===== src/rtl/dpmem_port_master.sv =====
// dpmem_port_master
// Initiator for one port of a dual-port memory. It takes one read or write
// request at a time over a valid/ready handshake, drives the memory port for
// one cycle per attempt, and returns a response over a second valid/ready
// handshake. Read data is captured one cycle after the read edge. When the
// port is the low-priority side, an attempt flagged by `collision` is
// reissued, up to MAX_RETRY extra times, before an error response is given.
//
// Ports:
//   clk, rst_n                        clock, asynchronous active-low reset
//   reqValid/reqReady                 request handshake
//   reqWe, reqAddr, reqData           request type, address, write data
//   rspValid/rspReady                 response handshake
//   rspWe, rspData, rspErr            echoed type, read data, retries exhausted
//   memEn, memWEn, memAddr, memDIn    memory port drive (all registered)
//   memDOut                           memory read data (one-cycle latency)
//   collision                         memory collision flag
module dpmem_port_master #(
   parameter int addrW     = 8,
   parameter int dataW     = 16,
   parameter int LOW_PRIO  = 0,
   parameter int MAX_RETRY = 3
) (
   input  logic             clk,
   input  logic             rst_n,
   input  logic             reqValid,
   output logic             reqReady,
   input  logic             reqWe,
   input  logic [addrW-1:0] reqAddr,
   input  logic [dataW-1:0] reqData,
   output logic             rspValid,
   input  logic             rspReady,
   output logic             rspWe,
   output logic [dataW-1:0] rspData,
   output logic             rspErr,
   output logic             memEn,
   output logic             memWEn,
   output logic [addrW-1:0] memAddr,
   output logic [dataW-1:0] memDIn,
   input  logic [dataW-1:0] memDOut,
   input  logic             collision
);

   // A zero-retry configuration still needs a one-bit counter.
   localparam int CNT_W = (MAX_RETRY > 0) ? $clog2(MAX_RETRY + 1) : 1;
   localparam logic [CNT_W-1:0] RETRY_LIMIT = CNT_W'(MAX_RETRY);
   localparam bit LOW_PRIO_B = (LOW_PRIO != 0);

   typedef enum logic [1:0] {
      S_IDLE    = 2'd0,
      S_ISSUE   = 2'd1,
      S_CAPTURE = 2'd2,
      S_RESP    = 2'd3
   } state_t;

   state_t           state_q,     state_d;
   logic [CNT_W-1:0] retry_q,     retry_d;
   logic             req_ready_q, req_ready_d;
   logic             rsp_valid_q, rsp_valid_d;
   logic             rsp_we_q,    rsp_we_d;
   logic [dataW-1:0] rsp_data_q,  rsp_data_d;
   logic             rsp_err_q,   rsp_err_d;
   logic             mem_en_q,    mem_en_d;
   logic             mem_wen_q,   mem_wen_d;
   logic [addrW-1:0] mem_addr_q,  mem_addr_d;
   logic [dataW-1:0] mem_din_q,   mem_din_d;
   logic             coll_hit_s;

   // Collisions only matter on the losing port.
   assign coll_hit_s = LOW_PRIO_B & collision;

   // Next-state and next-output computation for the request/response FSM.
   always_comb begin
      state_d     = state_q;
      retry_d     = retry_q;
      req_ready_d = req_ready_q;
      rsp_valid_d = rsp_valid_q;
      rsp_we_d    = rsp_we_q;
      rsp_data_d  = rsp_data_q;
      rsp_err_d   = rsp_err_q;
      mem_en_d    = mem_en_q;
      mem_wen_d   = mem_wen_q;
      mem_addr_d  = mem_addr_q;
      mem_din_d   = mem_din_q;
      case (state_q)
         S_IDLE: begin
            if (reqValid && req_ready_q) begin
               // Address and write data are held in the memory-port
               // registers; the request type is held in rsp_we_q.
               state_d     = S_ISSUE;
               retry_d     = '0;
               req_ready_d = 1'b0;
               rsp_we_d    = reqWe;
               rsp_data_d  = {dataW{1'b0}};
               rsp_err_d   = 1'b0;
               mem_en_d    = 1'b1;
               mem_wen_d   = reqWe;
               mem_addr_d  = reqAddr;
               mem_din_d   = reqData;
            end else begin
               state_d = S_IDLE;
            end
         end
         S_ISSUE: begin
            if (coll_hit_s) begin
               if (retry_q < RETRY_LIMIT) begin
                  // Reissue with unchanged port signals.
                  retry_d = retry_q + {{(CNT_W-1){1'b0}}, 1'b1};
               end else begin
                  state_d     = S_RESP;
                  rsp_valid_d = 1'b1;
                  rsp_err_d   = 1'b1;
                  rsp_data_d  = {dataW{1'b0}};
                  mem_en_d    = 1'b0;
                  mem_wen_d   = 1'b0;
               end
            end else if (rsp_we_q) begin
               state_d     = S_RESP;
               rsp_valid_d = 1'b1;
               mem_en_d    = 1'b0;
               mem_wen_d   = 1'b0;
            end else begin
               state_d   = S_CAPTURE;
               mem_en_d  = 1'b0;
               mem_wen_d = 1'b0;
            end
         end
         S_CAPTURE: begin
            state_d     = S_RESP;
            rsp_data_d  = memDOut;
            rsp_valid_d = 1'b1;
         end
         S_RESP: begin
            if (rspReady) begin
               state_d     = S_IDLE;
               rsp_valid_d = 1'b0;
               req_ready_d = 1'b1;
            end else begin
               state_d = S_RESP;
            end
         end
         default: begin
            state_d     = S_IDLE;
            req_ready_d = 1'b1;
            rsp_valid_d = 1'b0;
            mem_en_d    = 1'b0;
            mem_wen_d   = 1'b0;
         end
      endcase
   end

   // State and registered-output flops; reset returns everything to idle.
   always_ff @(posedge clk or negedge rst_n) begin
      if (!rst_n) begin
         state_q     <= S_IDLE;
         retry_q     <= '0;
         req_ready_q <= 1'b1;
         rsp_valid_q <= 1'b0;
         rsp_we_q    <= 1'b0;
         rsp_data_q  <= {dataW{1'b0}};
         rsp_err_q   <= 1'b0;
         mem_en_q    <= 1'b0;
         mem_wen_q   <= 1'b0;
         mem_addr_q  <= {addrW{1'b0}};
         mem_din_q   <= {dataW{1'b0}};
      end else begin
         state_q     <= state_d;
         retry_q     <= retry_d;
         req_ready_q <= req_ready_d;
         rsp_valid_q <= rsp_valid_d;
         rsp_we_q    <= rsp_we_d;
         rsp_data_q  <= rsp_data_d;
         rsp_err_q   <= rsp_err_d;
         mem_en_q    <= mem_en_d;
         mem_wen_q   <= mem_wen_d;
         mem_addr_q  <= mem_addr_d;
         mem_din_q   <= mem_din_d;
      end
   end

   assign reqReady = req_ready_q;
   assign rspValid = rsp_valid_q;
   assign rspWe    = rsp_we_q;
   assign rspData  = rsp_data_q;
   assign rspErr   = rsp_err_q;
   assign memEn    = mem_en_q;
   assign memWEn   = mem_wen_q;
   assign memAddr  = mem_addr_q;
   assign memDIn   = mem_din_q;

endmodule


===== config.mk =====
export PLATFORM = sky130hd
export DESIGN_NAME = dpmem_port_master
export DESIGN_NICKNAME = d
export VERILOG_FILES = /design/src/rtl/dpmem_port_master.sv
export SDC_FILE = /design/constraint.sdc
export NUM_CORES = 1
export LEC_CHECK = 0
export CAP_MARGIN = 20
export CORE_AREA = 5 5 74 76
export DETAILED_ROUTE_END_ITERATION = 8
export DIE_AREA = 0 0 79 81
export PLACE_DENSITY = 0.79
export SLEW_MARGIN = 20
export SYNTH_ARGS = -nofsm -noshare
export SYNTH_HDL_FRONTEND = slang
export SYNTH_SLANG_ARGS = --single-unit

===== constraint.sdc =====
create_clock -name clk -period 4.9 [get_ports clk]
set_clock_uncertainty 0.15 [all_clocks]
set_input_delay 0.98 -clock clk [delete_from_list [all_inputs] [get_ports clk]]
set_output_delay 0.98 -clock clk [all_outputs]
set_load 0.01 [all_outputs]

==> flow_metrics.py <==
metrics = {
    "sta": {
        "min_period_over_period_pct": 51.68,
        "maxSlewViolCount": 0,
        "finalSetupTns_ns": 0,
        "fmax_ghz": 0.3949,
        "relSlewSlack_pct": 55.27,
        "rsz0062_at_grt": "no",
        "max_slew.worst_pin.slew_ns": 0.6679,
        "whs_ns": 0.3558,
        "hold_viol": 0,
        "setup_viol": 0,
        "fin_crit_ns": 2.532,
    },
    "clocking": {
        "clk_latency_ns": 0.28,
        "cts_buffers": 5,
        "cts_tree": "yes",
        "cts_resized": 0,
        "cts.clk_slew.worst_paths_ns": 0.08,
        "cts.sinks": 47,
        "clockBufferDepth": 2,
        "cts-htree-levels": 2,
        "cts.hold.buffers_added": 0,
        "cts_setup_buffers": 0,
        "root_buffer": "clkbuf_8",
    },
    "logic_synthesis": {
        "synth_cells": 123,
        "synth-seq-area-share_pct": 62.82,
        "synth_area_mm2": 0.001874,
        "yosys_warnings": 0,
        "ys_seq_elements": 47,
        "synth_cell_types": 23,
        "avgSynthCellArea_um2": 15.24,
        "syn-num-nets": 169,
    },
    "setup_path": {
        "critPathBufInv": 1,
        "timing.rr.end": "memAddr[0]",
        "r2r-start": "state_q[0]",
        "critPathSlowestCell": "dfstp_2",
        "cp.arrival_ns": 1.40,
        "cp-start-kind": "register",
        "cp_num_cells": 1,
        "r2r_setup_slack_ns": 3.07,
        "r2r_cells": 3,
        "cp.required_ns": 3.77,
        "critical_path.cell_chain": "clkdlybuf4s50_1",
        "critical-path-top-delay-family": "flip-flops",
        "setup.worst_path.end_class": "output pin",
        "max_stage_delay_ns": 0.58,
        "crit_path_max_fanout": 6,
        "criticalPathCategory": "reg2out",
    },
    "drt": {
        "routed_wl_mm": 4.204,
        "vias": 1305,
        "drc": 0,
        "firstDrtPassIters": 2,
        "initialDrtViolationCount": 21,
        "post_drt_wl_per_cell_um": 15.75,
        "routed_via_density": 4.888,
        "drtAntennaViolNets": 0,
    },
    "pwr": {
        "p_per_area_mw_per_mm2": 611.3,
        "leakagePower_uw": 0.001254,
        "worst_ir_drop_vdd_v": 0.0002877,
    },
    "placed_design": {
        "place_hpwl_mm": 3.066,
        "place.gp.congestion": 0.7724,
        "dp_cells": 259,
        "io_buffers": 89,
    },
    "finish": {
        "syn2layout_area_growth_pct": 51.87,
        "diodes": 0,
        "final_cells": 267,
        "layout.nets": 258,
        "drive_above_1_share_pct": 15.49,
    },
    "global_routing": {
        "grt_overflow": 0,
        "grt_pass1_vias": 1427,
        "track_usage_pct": 13.92,
        "grt_antenna_before_repair": 0,
        "grt_max_degree": 48,
        "grt_pass1_wl_mm": 6.913,
    },
    "worst_hold_path": {
        "hp-class": "reg2reg",
        "whs_path_depth": 1,
        "whs_endpoint": "rspData[9]",
        "min_from": "rspData[9]",
    },
    "floorplan": {
        "ios": 92,
        "core_region_area_mm2": 0.004661,
        "die_h_um": 81,
        "dieArea_mm2": 0.006399,
        "die_x_um": 79,
        "start_util_pct": 40.21,
        "num_rows": 25,
    },
    "status": {
        "outcome": "finished, final reports clean",
    },
    "flow_run": {
        "drv_cap": 0,
    },
}
-- cell type report --
| type | count | area, µm² |
|---|---|---|
| Timing Repair Buffer | 90 | 895.9 |
| Fill cell | 368 | 1814 |
| Clock buffer | 8 | 80.08 |
| Tap cell | 54 | 67.56 |
| Sequential cell | 47 | 1177 |
| Inverter | 4 | 15.01 |
| Multi-Input combinational cell | 64 | 610.6 |
-- through the flow --
stage                     total power, µW  worst slack (ns)  utilization [%]  instance area [µm²]
after detailed placement             1538             2.157            59.25                 2761
final                                1740             2.368            61.07                 2846
after global placement               1521             2.144            59.25                 2761
after global routing                 1856             2.325            61.07                 2846
after CTS                            1765             2.357            60.97                 2841
after floorplan                      1094             2.875                -                 1874
-- report_power, final --
group / switching (µW) / total, µW / internal, µW
registers: 120 / 696 / 576
logic: 295 / 830 / 535
clock network: 113 / 214 / 101
total: 527 / 1740 / 1210
-- cells in the mapped netlist --
library cell | count | area, µm²
dfrtp_1 | 46 | 1151
mux2_4 | 18 | 270.3
a22o_1 | 16 | 140.1
mux2_2 | 6 | 67.56
a21oi_1 | 5 | 25.02
o21ai_0 | 5 | 25.02
buf_2 | 4 | 20.02
inv_1 | 4 | 15.01
nand2_1 | 3 | 11.26
nor2_1 | 2 | 7.510
nor2b_1 | 2 | 12.51
a21o_1 | 1 | 7.510
a31oi_1 | 1 | 6.260
and3_1 | 1 | 6.260
and4bb_1 | 1 | 12.51
buf_12 | 1 | 20.02
buf_4 | 1 | 7.510
buf_6 | 1 | 11.26
buf_8 | 1 | 15.01
conb_1 | 1 | 3.750
dfstp_2 | 1 | 26.28
nand3_1 | 1 | 5.000
nand3b_1 | 1 | 7.510
-- worst max path at each step --
stage / from / end / slack (ns)
3_3_place_gp: reqValid / memAddr[4] / 2.14
4_1_cts: reqReady / reqReady / 2.36
3_5_place_dp: reqValid / memAddr[7] / 2.16
5_1_grt: reqReady / reqReady / 2.32
2_1_floorplan: reqValid / memDIn[10] / 2.88
6_report: reqReady / reqReady / 2.37
-- layer usage --
metal	track usage, %	wire (µm)	up-vias
met1	19.17	2118	612
met2	20.45	1671	77
met3	5.100	386	4
met5	0	0	-
li1	-	-	612
met4	4.467	27	0
-- registers in the layout (all words and copies together), names as in the netlist --
name,count
rspWe,1
reqReady,1
state_q,2
rspValid,1
memDIn,16
rspData,16
memEn,1
memAddr,8
memWEn,1
-- logic make-up (layout without fill, tap and decap cells) --
family	after synthesis	after routing	synth area share, %
AOI/OAI and AO/OA	28	28	10.88
muxes	24	24	18.02
other	1	1	0.2001
buffers and inverters	12	102	4.739
DFF	47	47	62.82
and+or+nand+nor	11	11	3.338
-- cells in the final DEF, fill, tap and decap left out, drive strengths merged --
master         count
a22o              16
o21ai              5
nand3              1
dfrtp             46
buf                2
nor2b              2
mux2              24
and4bb             1
a21o               1
nor2               2
and3               1
inv                4
a21oi              5
nand3b             1
dfstp              1
clkdlybuf4s50     88
conb               1
clkbuf             8
nand2              3
a31oi              1
(Power assumes the default switching activity.)
